## src/rtl/sram_pkg.sv

```systemverilog
// Shared types and helpers for the sram_dff_v2 memory and its clear sequencer.
package sram_pkg;
  localparam int BYTE_W = 8;

  typedef enum logic {S_CLEAR, S_IDLE} sram_state_t;

  function automatic logic byte_parity(logic [7:0] b);
    return ^b;
  endfunction
endpackage

```

## src/rtl/sram_clear_seq.sv

```systemverilog
// Post-reset clear sequencer: walks clr_add over every word once and raises busy meanwhile.
module sram_clear_seq
  import sram_pkg::*;
#(
  parameter int DEPTH          = 8,
  parameter int CLEAR_ON_RESET = 1,
  parameter int AW             = 3
) (
  input  logic          clk,
  input  logic          reset,
  output logic          busy,
  output logic          clr_we,
  output logic [AW-1:0] clr_add
);
  localparam logic [AW-1:0] LAST      = AW'(DEPTH - 1);
  localparam sram_state_t   RST_STATE = (CLEAR_ON_RESET != 0) ? S_CLEAR : S_IDLE;

  sram_state_t   state, state_nxt;
  logic [AW-1:0] clr_cnt;

  always_ff @(posedge clk) begin
    if (reset) begin
      state   <= RST_STATE;
      clr_cnt <= '0;
    end else begin
      state <= state_nxt;
      if (state == S_CLEAR) clr_cnt <= (clr_cnt == LAST) ? '0 : clr_cnt + 1'b1;
    end
  end

  always_comb begin
    state_nxt = state;
    if (state == S_CLEAR && clr_cnt == LAST) state_nxt = S_IDLE;
  end

  // busy reflects the reset target while reset is held so it is defined from the first cycle.
  always_comb begin
    busy    = reset ? (CLEAR_ON_RESET != 0) : (state == S_CLEAR);
    clr_we  = !reset && (state == S_CLEAR);
    clr_add = clr_cnt;
  end
endmodule

```

## src/rtl/sram_dff_v2.sv

```systemverilog
// Single-port flip-flop SRAM with byte enables, registered read and post-reset clear.
// Optional per-byte even parity when SRAM_PARITY_EN is defined.
module sram_dff_v2
  import sram_pkg::*;
#(
  parameter int WIDTH          = 32,
  parameter int DEPTH          = 8,
  parameter int CLEAR_ON_RESET = 1,
  localparam int AW            = (DEPTH > 1) ? $clog2(DEPTH) : 1
) (
  input  logic                    clk,
  input  logic                    reset,
  input  logic                    req,
  input  logic                    we,
  input  logic [AW-1:0]           add,
  input  logic [WIDTH/BYTE_W-1:0] be,
  input  logic [WIDTH-1:0]        wd,
  output logic [WIDTH-1:0]        rd,
  output logic                    rd_valid,
  output logic                    busy,
  output logic                    parity_err
);
  localparam int NB = WIDTH / BYTE_W;

  if (WIDTH % BYTE_W != 0 || WIDTH == 0) begin : g_width_chk
    $error("sram_dff_v2: WIDTH must be a nonzero multiple of 8");
  end

  logic          clr_we;
  logic [AW-1:0] clr_add;
  logic          in_range, wr_en, rd_en, par_bad;

  sram_clear_seq #(
    .DEPTH         (DEPTH),
    .CLEAR_ON_RESET(CLEAR_ON_RESET),
    .AW            (AW)
  ) u_clr (
    .clk    (clk),
    .reset  (reset),
    .busy   (busy),
    .clr_we (clr_we),
    .clr_add(clr_add)
  );

  // Only reachable when DEPTH is not a power of two.
  assign in_range = {1'b0, add} < (AW + 1)'(DEPTH);
  assign wr_en    = req && we && !busy && !reset && in_range;
  assign rd_en    = req && !we && !busy && !reset;

  logic [WIDTH-1:0] mem [DEPTH];

  always_ff @(posedge clk) begin
    if (clr_we) mem[clr_add] <= '0;
    else if (wr_en)
      for (int i = 0; i < NB; i++)
        if (be[i]) mem[add][i*BYTE_W +: BYTE_W] <= wd[i*BYTE_W +: BYTE_W];
  end

`ifdef SRAM_PARITY_EN
  logic [NB-1:0] par [DEPTH];

  always_ff @(posedge clk) begin
    if (clr_we) par[clr_add] <= '0;
    else if (wr_en)
      for (int i = 0; i < NB; i++)
        if (be[i]) par[add][i] <= byte_parity(wd[i*BYTE_W +: BYTE_W]);
  end

  always_comb begin
    par_bad = 1'b0;
    for (int i = 0; i < NB; i++)
      par_bad = par_bad | (byte_parity(mem[add][i*BYTE_W +: BYTE_W]) != par[add][i]);
  end
`else
  assign par_bad = 1'b0;
`endif

  always_ff @(posedge clk) begin
    if (reset) begin
      rd         <= '0;
      rd_valid   <= 1'b0;
      parity_err <= 1'b0;
    end else begin
      rd_valid   <= rd_en;
      parity_err <= rd_en && in_range && par_bad;
      if (rd_en) rd <= in_range ? mem[add] : '0;
    end
  end
endmodule

```

## config.mk

```make
export PLATFORM = sky130hd
export DESIGN_NAME = sram_dff_v2
export DESIGN_NICKNAME = d
export VERILOG_FILES = /design/src/rtl/sram_pkg.sv /design/src/rtl/sram_clear_seq.sv /design/src/rtl/sram_dff_v2.sv
export SDC_FILE = /design/constraint.sdc
export NUM_CORES = 1
export LEC_CHECK = 0
export ABC_CLOCK_PERIOD_IN_PS = 7200
export BUFFER_PORTS_ARGS = -buffer_cell sky130_fd_sc_hd__buf_2
export CORE_MARGIN = 5
export CORE_UTILIZATION = 64
export CTS_CLUSTER_SIZE = 40
export DETAILED_ROUTE_END_ITERATION = 10
export PLACE_DENSITY_LB_ADDON = 0.12
export SLEW_MARGIN = 20
export SYNTH_ARGS = -nofsm -noshare
export SYNTH_HDL_FRONTEND = slang
export SYNTH_SLANG_ARGS = --single-unit
```

## constraint.sdc

```tcl
create_clock -name clk -period 7.2 [get_ports clk]
set_input_delay 0 -clock clk [delete_from_list [all_inputs] [get_ports clk]]
set_output_delay 0 -clock clk [all_outputs]
set_load 0.02 [all_outputs]
```

* Yosys cells after proc, flatten, opt, wreduce, memory -nomap -nowiden
Memory sizes are Yosys's and may differ from the RTL's. A register that Yosys moved wholly into a read port is not among the register bits.
Index checks and enable logic that the tools add are counted.
** Cells by class
- Add/sub/neg operators :: 1
- Equal/unequal tests :: 1
- Mux-type cells :: 23
- Bitwise operators :: 1
- Reduce and logical (&&, ||, !) cells :: 12
** Operators with widths (number)
- $mux 32 :: 1
- $reduce_or 32->1 :: 1
- $mux 1 :: 19
- $logic_and 1x1->1 :: 8
- $mux 3 :: 2
- $mux 4 :: 1
- $add 3x1->3 const B :: 1
- $eq 3x3->1 const B :: 1
- $logic_not 1->1 :: 3
- $not 1->1 :: 1
** Word-level totals
- Register bits after elaboration :: 5
- RAM bits :: 256
- Input port bits :: 43
- Output and inout bits :: 35
- Memories kept :: 1
** Memories
- mem :: words 8, width 32, rd ports 1, clocked after Yosys merged registers in 1, wr ports 1, RTL line sram_dff_v2.sv:50 : logic [WIDTH-1:0] mem [DEPTH];

* Logic depth before layout (Yosys ltp)
Gate-level depths: netlist (run 1).
- Depth after elaboration :: 10
- Gate-level depth with buffers :: 6

* Cells and area by module
A second synthesis (run 1) with hierarchy kept.
** Unflattened totals
- Cell total of the unflattened synthesis :: 574
- Area total of the unflattened synthesis :: 11330.9 um2
** Modules (own cells, without submodules)
- sram_dff_v2 :: instances 1, cells an instance 555, area each 11158.2 um2, sequential area each 8348.0 um2
- sram_clear_seq :: instances 1, cells an instance 19, area each 172.7 um2, sequential area each 80.1 um2

* Worst setup path after synthesis (run 1)
OpenSTA, ideal clock, no wires.
- Kind :: flip-flop to flip-flop
- Start :: register u_clr.state
- End :: memory mem[0][0] (enable)
- Library setup time :: 402 ps
- Arrival :: 2083 ps
- Data required time :: 6798 ps
- Slack :: 4715 ps
- Stages on the path, launching flop included :: 5
- Path buffers :: 0
- Clock period less this slack :: 2485 ps
- Cells stage by stage :: dfxtp_1 nand2b_4 nor3_4 mux2i_1 a2111oi_1
** On the way
- Cells in the longest elaborated chain, start to end :: 10
- Elaborated cells on any way between the ends :: 23
- Those cells by class :: mux (17); bitwise (1); reduce/logical (5)
** RTL lines
- start: declaration :: RTL line sram_clear_seq.sv:18 : sram_state_t state, state_nxt;
- start signal: assignment :: RTL line sram_clear_seq.sv:26 : state <= state_nxt;
- $not 1->1 (*) :: RTL line sram_clear_seq.sv:38 : busy = reset ? (CLEAR_ON_RESET != 0) : (state == S_CLEAR);
- $mux 1 (*) :: RTL line sram_clear_seq.sv:38
- net busy :: RTL line sram_dff_v2.sv:20 : output logic busy,
- $logic_not 1->1 (*) :: RTL line sram_dff_v2.sv:47 : assign wr_en = req && we && !busy && !reset && in_range;
- $logic_and 1x1->1 (*) (2 in series) :: RTL line sram_dff_v2.sv:47
- $mux 1 :: RTL line sram_dff_v2.sv:54 : else if (wr_en)
- $mux 1 :: RTL line sram_dff_v2.sv:53 : if (clr_we) mem[clr_add] <= '0;
- $mux 1 (not written as such) :: RTL line sram_dff_v2.sv:56 : if (be[i]) mem[add][i*BYTE_W +: BYTE_W] <= wd[i*BYTE_W +: BYTE_W];
- $reduce_or 32->1 (no line)
- $mux 3 (no line) or $mux 4 (tied branches)
- end: declaration :: RTL line sram_dff_v2.sv:50
The timed path passes the listed nets; every way through them passes the cells marked *.

* Worst setup path in the final report (run 1)
- Start :: register u_clr.state
- End :: memory mem[6][13] (enable)
** On the way
- Cells in the longest elaborated chain, start to end :: 10
- Elaborated cells on any way between the ends :: 23
- Those cells by class :: mux (17); bitwise (1); reduce/logical (5)
** RTL lines (RTL line)
- $not 1->1 (*) :: sram_clear_seq.sv:38, sram_clear_seq.sv:39
- $mux 1 :: sram_clear_seq.sv:38
- $logic_not 1->1 :: sram_dff_v2.sv:47
- $logic_and 1x1->1 (2 in series) :: sram_dff_v2.sv:47
- $mux 1 :: sram_dff_v2.sv:54
- $mux 1 :: sram_dff_v2.sv:53
- $mux 1 (not written as such) :: sram_dff_v2.sv:56
- $reduce_or 32->1 (no line)
- $mux 3 (no line) or $mux 4 (tied branches)
Every way passes the cells marked *; elsewhere a longest branch is shown, timed or not.

==> impl_metrics.yaml, run 1 <==
die:
  die_width_um: 144
  boundaryPins: 78
  coreArea_um2: 17400
  rows: 48
  initial_core_util_pct: 65.7
  die_h_um: 144
  dieArea_um2: 20600
global_routing:
  grtUsageTotal_pct: 24.5
  grt_max_degree: 71
  first_global_vias: 6244
  grt_overflow_total: 0
  antenna_found_initial: 2
  grt_pass1_wl_mm: 37.8
sta:
  finalCritPeriodShare_pct: 46.9
  min_period_ns: 3.38
  rsz0062_at_grt: "no"
  max_clock_freq_mhz: 296
  setup_viol: 0
  holdWs_ns: -0.00734
  slew_headroom_pct: 24.9
  fin_skew_ns: 0.0160
  worstMarginPinSlew_ns: 1.10
  finalHoldViolCount: 6
  tns_ns: 0
  setup_slack_ns: 3.82
  drv_slew: 0
detailed_routing:
  via_per_inst: 6.38
  antenna_left: 0
  totalWireLength_mm: 24.6
  dr.first_iter.drc_count: 576
  wl_per_cell_um: 24.9
  via_count: 6313
  drcViolationCount: 0
  first_pass_iters: 6
clock_network:
  cts_root_buf: "clkbuf_16"
  path_clk_slew_ns: 0.06
  postCtsSetupBuffers: 0
  ctsHoldBuffers: 4
  clock_latency_ns: 0.54
  cts_resized: 0
  cts_tree: "built"
  cts_made_buffers: 28
  cts.path.max_buffers: 3
  h-tree-depth: 1
  cts_sinks: 293
synth:
  synth-main-ff-cell: "edfxtp_1"
  syn-cell-area_um2: 11400
  synth_fp_nets: 713
  synth.distinct_cells: 30
  yosysWarnings: 0
  syn_inst: 668
  async_flop_share_pct: 0
  synth_edf_count: 256
  ys_seq_area_share_pct: 73.7
  syn_area_per_cell_um2: 17.1
  ys_ff_latch: 293
setup_path:
  worstSetupPathType: "flop to flop"
  cp.required_ns: 7.35
  startpoint: "u_clr.state"
  r2r_cells: 5
  reg2reg_setup_slack_ns: 3.82
  crit_fanout: 41
  crit_path_end_kind: "flop"
  startpoint_type: "flop"
  regToRegEndpoint: "mem[6][13]"
  cp.arrival_ns: 3.53
  regToRegStartpoint: "u_clr.state"
  cp-endpoint: "mem[6][13]"
cells_and_area:
  drive_above_1_share_pct: 20.9
  fillers: 1031
  regArea_um2: 8430
  nNetsFinal: 787
  multi_input_area_um2: 2950
  syn_to_final_growth_pct: 14.6
  antenna_cells: 0
power_and_ir_drop:
  ir_drop_mv: 0.213
  finalPower_mw: 3.50
  p_per_area_nw_per_um2: 267
  p_leak_nw: 4.43
placement:
  port_buffers: 76
  dp_hpwl_mm: 16.0
  post-place-ws_ns: 3.79
  place_congestion: 0.803
status:
  violations: "negative hold slack"
  run_status: "complete, but fails checks"
job:
  maxCapViolations: 0
min_path:
  hold_path.class: "input port to flop"
[through the flow]
step	std cells	util [%]	area [um2]
after detailed placement	932	69.0	12000
after global placement	932	69.0	12000
final	989	75.2	13100
after floorplan	668	-	11400
after global routing	989	75.2	13100
after CTS	988	74.4	13000
[worst max-delay path, cell delays in order (launching register included)]
cell	delay, ns
dfxtp_1	0.61
nand2b_4	0.12
nor3_4	0.27
buf_4	0.49
mux2i_1	0.47
nor3b_1	1.01
[synthesized netlist by cell type, types with 2 or more instances]
| library cell | number | area share, % |
|---|---|---|
| nor2b_1 | 5 | 0.27 |
| nand3_1 | 4 | 0.18 |
| buf_2 | 12 | 0.53 |
| ha_1 | 2 | 0.22 |
| buf_4 | 2 | 0.13 |
| buf_6 | 2 | 0.20 |
| clkbuf_1 | 28 | 0.92 |
| a22oi_1 | 65 | 4.3 |
| a32o_1 | 32 | 2.8 |
| edfxtp_1 | 256 | 67 |
| nor2_1 | 7 | 0.23 |
| a21o_1 | 4 | 0.26 |
| a2111oi_1 | 3 | 0.26 |
| nor3_1 | 17 | 0.74 |
| mux2i_1 | 132 | 12 |
| mux2i_2 | 2 | 0.24 |
| nor3b_1 | 13 | 0.85 |
| dfxtp_1 | 37 | 6.5 |
| and2_1 | 34 | 1.9 |
[how the worst min path moves through the flow]
| stage | from | to | slack, ns | cells after the start |
|---|---|---|---|---|
| 6_report | wd[1] | mem[6][1] | -0.007 | 2 |
| 5_1_grt | wd[7] | mem[6][7] | 0.008 | 2 |
| 3_5_place_dp | reset | u_clr.state | 0.32 | 2 |
| 3_3_place_gp | reset | u_clr.state | 0.30 | 2 |
| 2_1_floorplan | reset | u_clr.clr_add[0] | 0.26 | 2 |
| 4_1_cts | wd[11] | mem[0][11] | 0.0009 | 2 |
[where the power goes]
| group | switching (mW) | leakage [nW] | internal, mW | total [mW] |
|---|---|---|---|---|
| logic | 0.119 | 1.62 | 0.0654 | 0.184 |
| registers | 0.0157 | 2.36 | 1.88 | 1.90 |
| clock network | 0.585 | 0.451 | 0.831 | 1.42 |
[cell type report]
cell class	count	area share (%)
Multi-Input combinational cell	328	22.5
Sequential cell	293	64.3
Inverter	1	0.0287
Tap cell	225	2.15
Timing Repair Buffer	90	3.98
Clock inverter	7	0.277
Clock buffer	45	6.70
[flip-flops by register name, indices dropped and copies added (netlist names)]
name           flops
rd                32
u_clr.state        1
rd_valid           1
mem              256
u_clr.clr_add      3
[cell usage in the layout (no fill, tap or decap), types with 5 or more instances in the layout]
| cell | n |
|---|---|
| clkbuf_16 | 30 |
| buf_4 | 9 |
| and2_1 | 34 |
| nor3_1 | 9 |
| buf_2 | 75 |
| clkinv_2 | 5 |
| mux2i_1 | 130 |
| edfxtp_1 | 256 |
| a32o_1 | 32 |
| nor3b_2 | 8 |
| nor2_1 | 6 |
| clkbuf_1 | 8 |
| a22oi_1 | 65 |
| nor3b_1 | 5 |
| clkbuf_8 | 7 |
| dfxtp_1 | 37 |
| nor3_2 | 8 |
[layer usage]
| metal | part of all wire (%) | up-vias | GRT usage (%) | wire length [um] |
|---|---|---|---|---|
| met5 | 0.085 | - | 0 | 21 |
| met4 | 2.6 | 4 | 7.23 | 645 |
| met3 | 8.1 | 66 | 4.93 | 1990 |
| met2 | 48 | 272 | 37.5 | 11700 |
| met1 | 42 | 3143 | 36.5 | 10200 |
| li1 | - | 2828 | - | - |
[cell families (layout without fill, tap and decap cells)]
group / Yosys count / count (layout) / synth area share (%)
other: 1 / 1 / 0.0328
buffers and inverters: 47 / 143 / 1.88
adder cells (fa/ha/maj): 2 / 2 / 0.219
AND/OR/NAND/NOR: 84 / 84 / 4.54
AO/OA/AOI/OAI: 107 / 107 / 7.82
flip-flops: 293 / 293 / 73.7
multiplexers: 134 / 134 / 11.8
Note: power is estimated with default switching activity, not from simulation.
==> run 2: changes to the inputs <==
Settings changed: ABC_CLOCK_PERIOD_IN_PS 7200 to 3300, CORE_UTILIZATION 64 to 60.
Clock period 7.2 ns to 3.3 ns, I/O delays scaled along.
==> impl_metrics.yaml, run 2 (same netlist as run 1, synthesis figures left out) <==
detailed_routing:
  antenna_left: 0
  drcViolationCount: 0
  wl_per_cell_um: 22.8
  first_pass_iters: 5
  via_per_inst: 6.08
  dr.first_iter.drc_count: 417
  via_count: 6467
  totalWireLength_mm: 24.3
power_and_ir_drop:
  finalPower_mw: 7.88
  ir_drop_mv: 0.511
  p_per_area_nw_per_um2: 579
  p_leak_nw: 4.73
sta:
  setup_viol: 0
  drv_slew: 0
  tns_ns: 0
  max_clock_freq_mhz: 354
  finalHoldViolCount: 0
  min_period_ns: 2.82
  slew_headroom_pct: 36.7
  worstMarginPinSlew_ns: 0.924
  fin_skew_ns: 0.00965
  finalCritPeriodShare_pct: 85.6
  rsz0062_at_grt: "no"
  setup_slack_ns: 0.475
min_path:
  hold_path.class: "input port to flop"
clock_network:
  postCtsSetupBuffers: 0
  clock_latency_ns: 0.53
  h-tree-depth: 1
  cts_resized: 0
  cts_made_buffers: 29
  cts_tree: "built"
  cts_root_buf: "clkbuf_16"
  cts_sinks: 293
  ctsHoldBuffers: 32
  cts.path.max_buffers: 3
  path_clk_slew_ns: 0.06
global_routing:
  gr-usage-met3_pct: 3.69
  first_global_vias: 6771
  grtUsageTotal_pct: 22.5
  grt_util_met1_pct: 30.4
  grt.met2_usage_pct: 37.9
  grt_pass1_wl_mm: 38.1
  top_usage_layer: "met2"
  grt_max_degree: 57
  grt_overflow_total: 0
  antenna_found_initial: 1
cells_and_area:
  largest-register: "mem"
  layout_commonest_cell: "edfxtp_1"
  layout_common_cells: "edfxtp_1, mux2i_1, buf_2"
  nNetsFinal: 852
  drive_above_1_share_pct: 21.5
  largest_register_ffs: 256
  syn_to_final_growth_pct: 18.9
die:
  initial_core_util_pct: 61.1
  die_width_um: 148
  rows: 50
  boundaryPins: 78
  dieArea_um2: 21900
  die_h_um: 148
  coreArea_um2: 18700
setup_path:
  crit_path_end_kind: "flop"
  crit_fanout: 11
  cp.required_ns: 3.59
  crit_path_max_incr_delay_ns: 0.79
  critPathMostFrequentCell: "buf_4"
  cp.buffers_inverters: 2
  worstSetupPathType: "flop to flop"
  startpoint_type: "flop"
  slowest_stage: "mux2i_1"
  crit_chain: "nand2b_4, nor3_4, buf_4, mux2i_1, nor3_1, buf_4"
  cpLargestDelayFamily: "multiplexers"
  cp.arrival_ns: 3.11
placement:
  post-place-ws_ns: 0.537
  place_congestion: 0.788
  dp_hpwl_mm: 14.6
  port_buffers: 76
job:
  maxCapViolations: 0
status:
  run_status: "completed"
## run 2: changes by cell type in the layout (fill, tap and decap cells not counted), moves of 2 or more
cell,delta
buf_4,+36
nor3_2,-8
clkbuf_1,+3
bufinv_16,+3
nor3b_1,+7
a2111oi_4,-2
nor3_1,+8
a2111oi_2,+2
dlygate4sd3_1,+28
mux2i_1,+2
clkinv_2,-3
nor3b_2,-7
## run 2: metrics by stage
stage / std cells / hold slack (ns) / instance area [um2] / util, %
final: 1064 / 0.00709 / 13600 / 72.7
after global routing: 1064 / 0.0138 / 13600 / 72.7
after CTS: 1063 / 0.00439 / 13600 / 72.7
after detailed placement: 978 / 0.329 / 12300 / 65.8
after global placement: 978 / 0.311 / 12300 / 65.8
after floorplan: 668 / 0.264 / 11400 / -
## run 2: area by class of cell
cell class              instances  area (um2)
repair buffers                154        1060
clock inverters                 6         109
fillers                      1164        5110
well taps                     234         293
inverters                       1        3.75
multi-input cells             328        2830
diodes                          1        2.50
flip-flops and latches        293        8430
clock buffers                  47         863
## run 2: path summary, 6_finish.rpt
| check | cells after the start | slack, ns | startpoint | endpoint |
|---|---|---|---|---|
| worst max-delay path | 6 | 0.48 | u_clr.state | mem[1][29] |
| worst min-delay path | 2 | 0.007 | wd[28] | mem[1][28] |
| worst max register to register | 6 | 0.48 | u_clr.state | mem[1][29] |
| worst min register to register | 1 | 0.46 | rd[6] | rd[6] |
## run 2: layer usage
layer	wire length (um)	share of wire (%)	vias up
li1	-	-	2956
met1	10000	41	3244
met2	12200	50	228
met3	1570	6.5	39
met4	531	2.2	0
met5	0	0	-
## run 2: power breakdown
group | leakage [nW] | total [mW] | internal (mW) | switching, mW
Sequential | 2.36 | 4.14 | 4.11 | 0.0329
Combinational | 1.90 | 0.433 | 0.177 | 0.256
Clock | 0.475 | 3.31 | 2.01 | 1.29
